## src/rtl/uart_pkg.sv

```systemverilog
// Shared UART definitions used by both the receiver and the transmitter.
// Holds the frame shape, the default bit period and the receiver FSM states.
package uart_pkg;

    localparam int DEFAULT_CLKS_PER_BIT = 5208;
    localparam int DATA_BITS            = 8;
    localparam int START_BITS           = 1;
    localparam int STOP_BITS            = 1;

    typedef enum logic [2:0] {
        IDLE,
        START,
        DATA,
        STOP,
        WAIT_HIGH
    } uart_state_t;

endpackage

```

## src/rtl/uart_sync.sv

```systemverilog
// Two-flop synchronizer for a single asynchronous input.
// Both flops reset to RST_VAL so an idle line does not look like an edge.
module uart_sync #(
    parameter logic RST_VAL = 1'b1
) (
    input  logic clk,
    input  logic rst,
    input  logic d,
    output logic q
);

    logic meta;

    always_ff @(posedge clk or posedge rst) begin
        if (rst) begin
            meta <= RST_VAL;
            q    <= RST_VAL;
        end else begin
            meta <= d;
            q    <= meta;
        end
    end

endmodule

```

## src/rtl/receiver_uart.sv

```systemverilog
// 8N1 UART receiver: samples each bit mid-period using a bit-timer,
// reports good frames with valid and bad stop bits with frame_err.
module receiver_uart
    import uart_pkg::*;
#(
    parameter int CLKS_PER_BIT = DEFAULT_CLKS_PER_BIT,
    parameter int HALF_BIT     = CLKS_PER_BIT / 2
) (
    input  logic                 clk,
    input  logic                 rst,
    input  logic                 RxD,
    output logic [DATA_BITS-1:0] data,
    output logic                 valid,
    output logic                 frame_err,
    output logic                 busy
);

    localparam int             TW        = $clog2(CLKS_PER_BIT);
    localparam logic [TW-1:0]  BIT_LAST  = TW'(CLKS_PER_BIT - 1);
    localparam logic [TW-1:0]  HALF_LAST = TW'(HALF_BIT - 1);
    localparam logic [2:0]     IDX_LAST  = 3'(DATA_BITS - 1);

    logic                 rxs;
    uart_state_t          state;
    logic [TW-1:0]        timer;
    logic [2:0]           idx;
    logic [DATA_BITS-1:0] shreg;

    uart_sync #(
        .RST_VAL(1'b1)
    ) u_sync (
        .clk(clk),
        .rst(rst),
        .d  (RxD),
        .q  (rxs)
    );

    // NOTE: every register here is updated with <= so all branches see the
    // pre-edge values; the pulses default low so each lasts exactly one cycle.
    always_ff @(posedge clk or posedge rst) begin
        if (rst) begin
            state     <= IDLE;
            timer     <= '0;
            idx       <= '0;
            shreg     <= '0;
            data      <= '0;
            valid     <= 1'b0;
            frame_err <= 1'b0;
            busy      <= 1'b0;
        end else begin
            valid     <= 1'b0;
            frame_err <= 1'b0;
            case (state)
                IDLE: begin
                    timer <= '0;
                    if (!rxs) begin
                        state <= START;
                        busy  <= 1'b1;
                    end
                end
                START: begin
                    if (timer == HALF_LAST) begin
                        timer <= '0;
                        if (!rxs) begin
                            state <= DATA;
                            idx   <= '0;
                        end else begin
                            state <= IDLE;
                            busy  <= 1'b0;
                        end
                    end else begin
                        timer <= timer + 1'b1;
                    end
                end
                DATA: begin
                    if (timer == BIT_LAST) begin
                        timer <= '0;
                        shreg <= {rxs, shreg[DATA_BITS-1:1]};
                        // Index holds at its last value instead of wrapping.
                        if (idx == IDX_LAST) begin
                            state <= STOP;
                        end else begin
                            idx <= idx + 3'd1;
                        end
                    end else begin
                        timer <= timer + 1'b1;
                    end
                end
                STOP: begin
                    if (timer == BIT_LAST) begin
                        timer <= '0;
                        if (rxs) begin
                            data  <= shreg;
                            valid <= 1'b1;
                            state <= IDLE;
                            busy  <= 1'b0;
                        end else begin
                            frame_err <= 1'b1;
                            state     <= WAIT_HIGH;
                        end
                    end else begin
                        timer <= timer + 1'b1;
                    end
                end
                WAIT_HIGH: begin
                    timer <= '0;
                    if (rxs) begin
                        state <= IDLE;
                        busy  <= 1'b0;
                    end
                end
                default: begin
                    state <= IDLE;
                    timer <= '0;
                    busy  <= 1'b0;
                end
            endcase
        end
    end

endmodule

```

## config.mk

```make
export PLATFORM = sky130hd
export DESIGN_NAME = receiver_uart
export DESIGN_NICKNAME = d
export VERILOG_FILES = /design/src/rtl/uart_pkg.sv /design/src/rtl/uart_sync.sv /design/src/rtl/receiver_uart.sv
export SDC_FILE = /design/constraint.sdc
export NUM_CORES = 1
export LEC_CHECK = 0
export ABC_AREA = 1
export BUFFER_PORTS_ARGS = -buffer_cell sky130_fd_sc_hd__buf_2
export CAP_MARGIN = 0
export CORE_AREA = 3 3 75 77
export CTS_CLUSTER_DIAMETER = 120
export DETAILED_ROUTE_END_ITERATION = 8
export DIE_AREA = 0 0 78 80
export PLACE_DENSITY = 0.67
export SLEW_MARGIN = 20
export SYNTH_ARGS = -nofsm -noshare
export SYNTH_HDL_FRONTEND = slang
export SYNTH_HIERARCHICAL = 1
export SYNTH_SLANG_ARGS = --single-unit
```

## constraint.sdc

```tcl
create_clock -name clk -period 1.5 [get_ports clk]
set_input_delay 0.15 -clock clk [delete_from_list [all_inputs] [get_ports clk]]
set_output_delay 0.15 -clock clk [all_outputs]
set_load 0.02 [all_outputs]
```

==> out/summary.txt <==
outcome: completed
sequential area share after synthesis: 49.9%
vias per std cell: 4.57
TritonCTS Buffers: 5
post-synthesis adder-cell area fraction: 1.87%
Core ar.: 0.00507 mm2
Unique masters post-synth: 28
GP Congestion: 0.832
leading post-synthesis cells by cell area: dfrtp_1 (47%), nand2_1 (11%), inv_1 (5.8%)
Clock Latency Late Sink: 0.29 ns
ANT nets after route: 0
CP Buf/Inv Count: 2
die height: 80 um
Syn Nets: 242
synthesized cell area: 0.00201 mm2
kind of cell adding the most delay to the critical path: simple AND/OR/NAND/NOR gates
Fmax achieved: 0.711 GHz
CP Max Fanout: 16
post-synthesis compound-gate area fraction: 6.22%
Via Count: 1526
CP max stage cell: dfrtp_1
clk sinks: 40
clock tree from TritonCTS: built
Fin. Hold Viols: 0
post-synthesis xor/xnor area fraction: 3.48%
Final Slew Violations: 0
CTS Buffer Depth: 2
mux contribution to synthesized area: 0%
Peak supply drop: 507 uV
fin nets: 269
CP Class: reg2reg
GRT Total Usage: 12.5%
Synth area leader: dfrtp_1
main combinational cell family by area after synthesis: simple AND/OR/NAND/NOR gates
count leader, synth: nand2_1
Pwr Density: 834 mW/mm2
final-layout fill cell count: 507
Tmin final: 1.41 ns
Max H-tree Level: 2
Root Driver: clkbuf_8
# rows: 26
DR pass1 iterations: 4
CP Cell Sequence: inv_2 > nand2_1 > nor2_4 > and2_4 > nand4_4 > buf_12 > nand2_1 > o21ai_2
Ant. Diodes: 0
Rel. slew slack: 68.7%
first-pass GRT wire length: 6310 um
Period Utilization, post-route: 93.7%
share of cells above drive strength 1: 25.4%
Req. time, crit path: 1.69 ns
area occupied by multi-input gates: 867 um2
type of destination of the critical path: register
hpwl dp: 2500 um
post-synthesis area per instance: 8.53 um2
leakage power: 1.16 nW
CP startpoint kind: register
initial antenna violation count: 0
CP peak stage delay: 0.43 ns
Layout area overhead: 18.3%
chip width: 78 um
Yosys reg bits: 40
routed wire length: 3430 um
worst-margin pin slew: 0.469 ns
largest net degree at the start of global routing: 39
Top FF cell, synth: dfrtp_1
Post-Syn Instances: 236
unrepaired setup endpoints after global routing: no
FF+latch area: 0.00100 mm2
Reg clk slew, reported paths: 0.08 ns
maximum capacitance violations: 0
setup TNS: 0 ns
cell mode on critical path: nand2_1
DR iter-0 viols: 79
I/O pin count: 14
Avg WL per Cell: 10.3 um
DIE AREA: 0.00624 mm2
number of flops mapped to enable cells by yosys: 0
Initial Util: 39.6%
Synth Area in Simple Gates: 29.4%
CP Data Arrival Time: 1.60 ns
Final setup viols: 0
post-synth top area share: 47.3%
grt total ovfl: 0
residual DRC count: 0
Hold Path Class: reg2reg
Async SR Flop Fraction: 100%
worst clock skew: 0.00859 ns
Commonest cells post-synth: nand2_1 (57), dfrtp_1 (38), inv_1 (31), nor2_1 (26), nand3_1 (14)
vias in the first global route: 1479
hold slack: 0.359 ns
# port buffers: 13
Syn. warnings: 6
kinds of logic (layout without fill, tap and decap cells):
family	after synthesis	in the layout
AOI/OAI and AO/OA	19	19
buffers and inverters	42	70
DFF	40	40
xor gates and xnor gates	8	8
and+or+nand+nor	124	124
adders and majority gates	3	3
worst register-to-register path: cells and delay by family, from the launching register on:
| family | cells | cell delay (ns) |
|---|---|---|
| DFF | 1 | 0.43 |
| buffers and inverters | 2 | 0.26 |
| and+or+nand+nor | 5 | 0.56 |
| AOI/OAI and AO/OA | 1 | 0.05 |
report_power, final:
| part | leakage [nW] | internal, mW | total [mW] | switching (mW) |
|---|---|---|---|---|
| logic | 0.578 | 0.00982 | 0.0360 | 0.0262 |
| clock network | 0.0541 | 0.492 | 0.864 | 0.372 |
| registers | 0.530 | 1.08 | 1.09 | 0.00371 |
state kept, by name (all words and copies together) (netlist names):
register     flops
timer           13
data             8
shreg            8
idx              3
state            3
busy             1
frame_err        1
u_sync/meta      1
u_sync/q         1
valid            1
placed cells by master (no fill, tap or decap), types with 8 or more instances in the layout:
master and n:
buf_4 8, inv_1 30, buf_2 13, nor2_1 25
o21ai_2 8, nand2_1 55, nand4_1 8, dfrtp_1 37
nand3_1 14, o21ai_1 8
layout make-up:
class                   instances  area share (%)
flip-flops and latches         40            42.2
well taps                      70            3.68
clock inverters                 3            1.79
inverters                      38            6.10
multi-input cells             154            36.4
repair buffers                 24            6.94
clock buffers                   5            2.89
routing by layer:
metal / GRT usage, % / up-vias / routed length [um] / share of wire [%]
li1: - / 792 / - / -
met1: 16.5 / 703 / 1670 / 49
met2: 19.9 / 23 / 1580 / 46
met3: 2.71 / 8 / 104 / 3.0
met4: 5.24 / 0 / 72 / 2.1
met5: 0 / - / 0 / 0
final timing paths:
check | from | to | slack (ns) | cells past startpoint
worst max-delay path | timer[5] | data[4] | 0.09 | 8
worst min-delay path | u_sync/meta | u_sync/q | 0.36 | 0
worst max register to register | timer[5] | data[4] | 0.09 | 8
worst min register to register | u_sync/meta | u_sync/q | 0.36 | 0
max in group asynchronous | rst | state[2] | 0.63 | 4
min in group asynchronous | rst | u_sync/meta | 0.44 | 3
stage by stage:
stage               total power, mW  setup WS (ns)  util [%]  cells  area (um2)
floorplan                      1.13         0.0653         -    236        2010
global placement               1.14        -0.0378      43.0    323        2180
detailed placement             1.14        -0.0837      43.0    323        2180
CTS                            2.03         0.0336      46.0    334        2330
global route                   2.07        0.00522      46.9    334        2380
finish                         1.99         0.0944      46.9    334        2380
what timing repair did:
action / in CTS / in global routing
gates cloned: 0 / 0
endpoints found under the hold margin: 41 / 0
buffers inserted: 1 / 0
endpoints found under the setup margin: 8 / 35
hold buffers: 2 / 0
gates resized for setup: 0 / 12
pin swaps: 0 / 6
No activity file was read; power rests on OpenSTA's default activity.
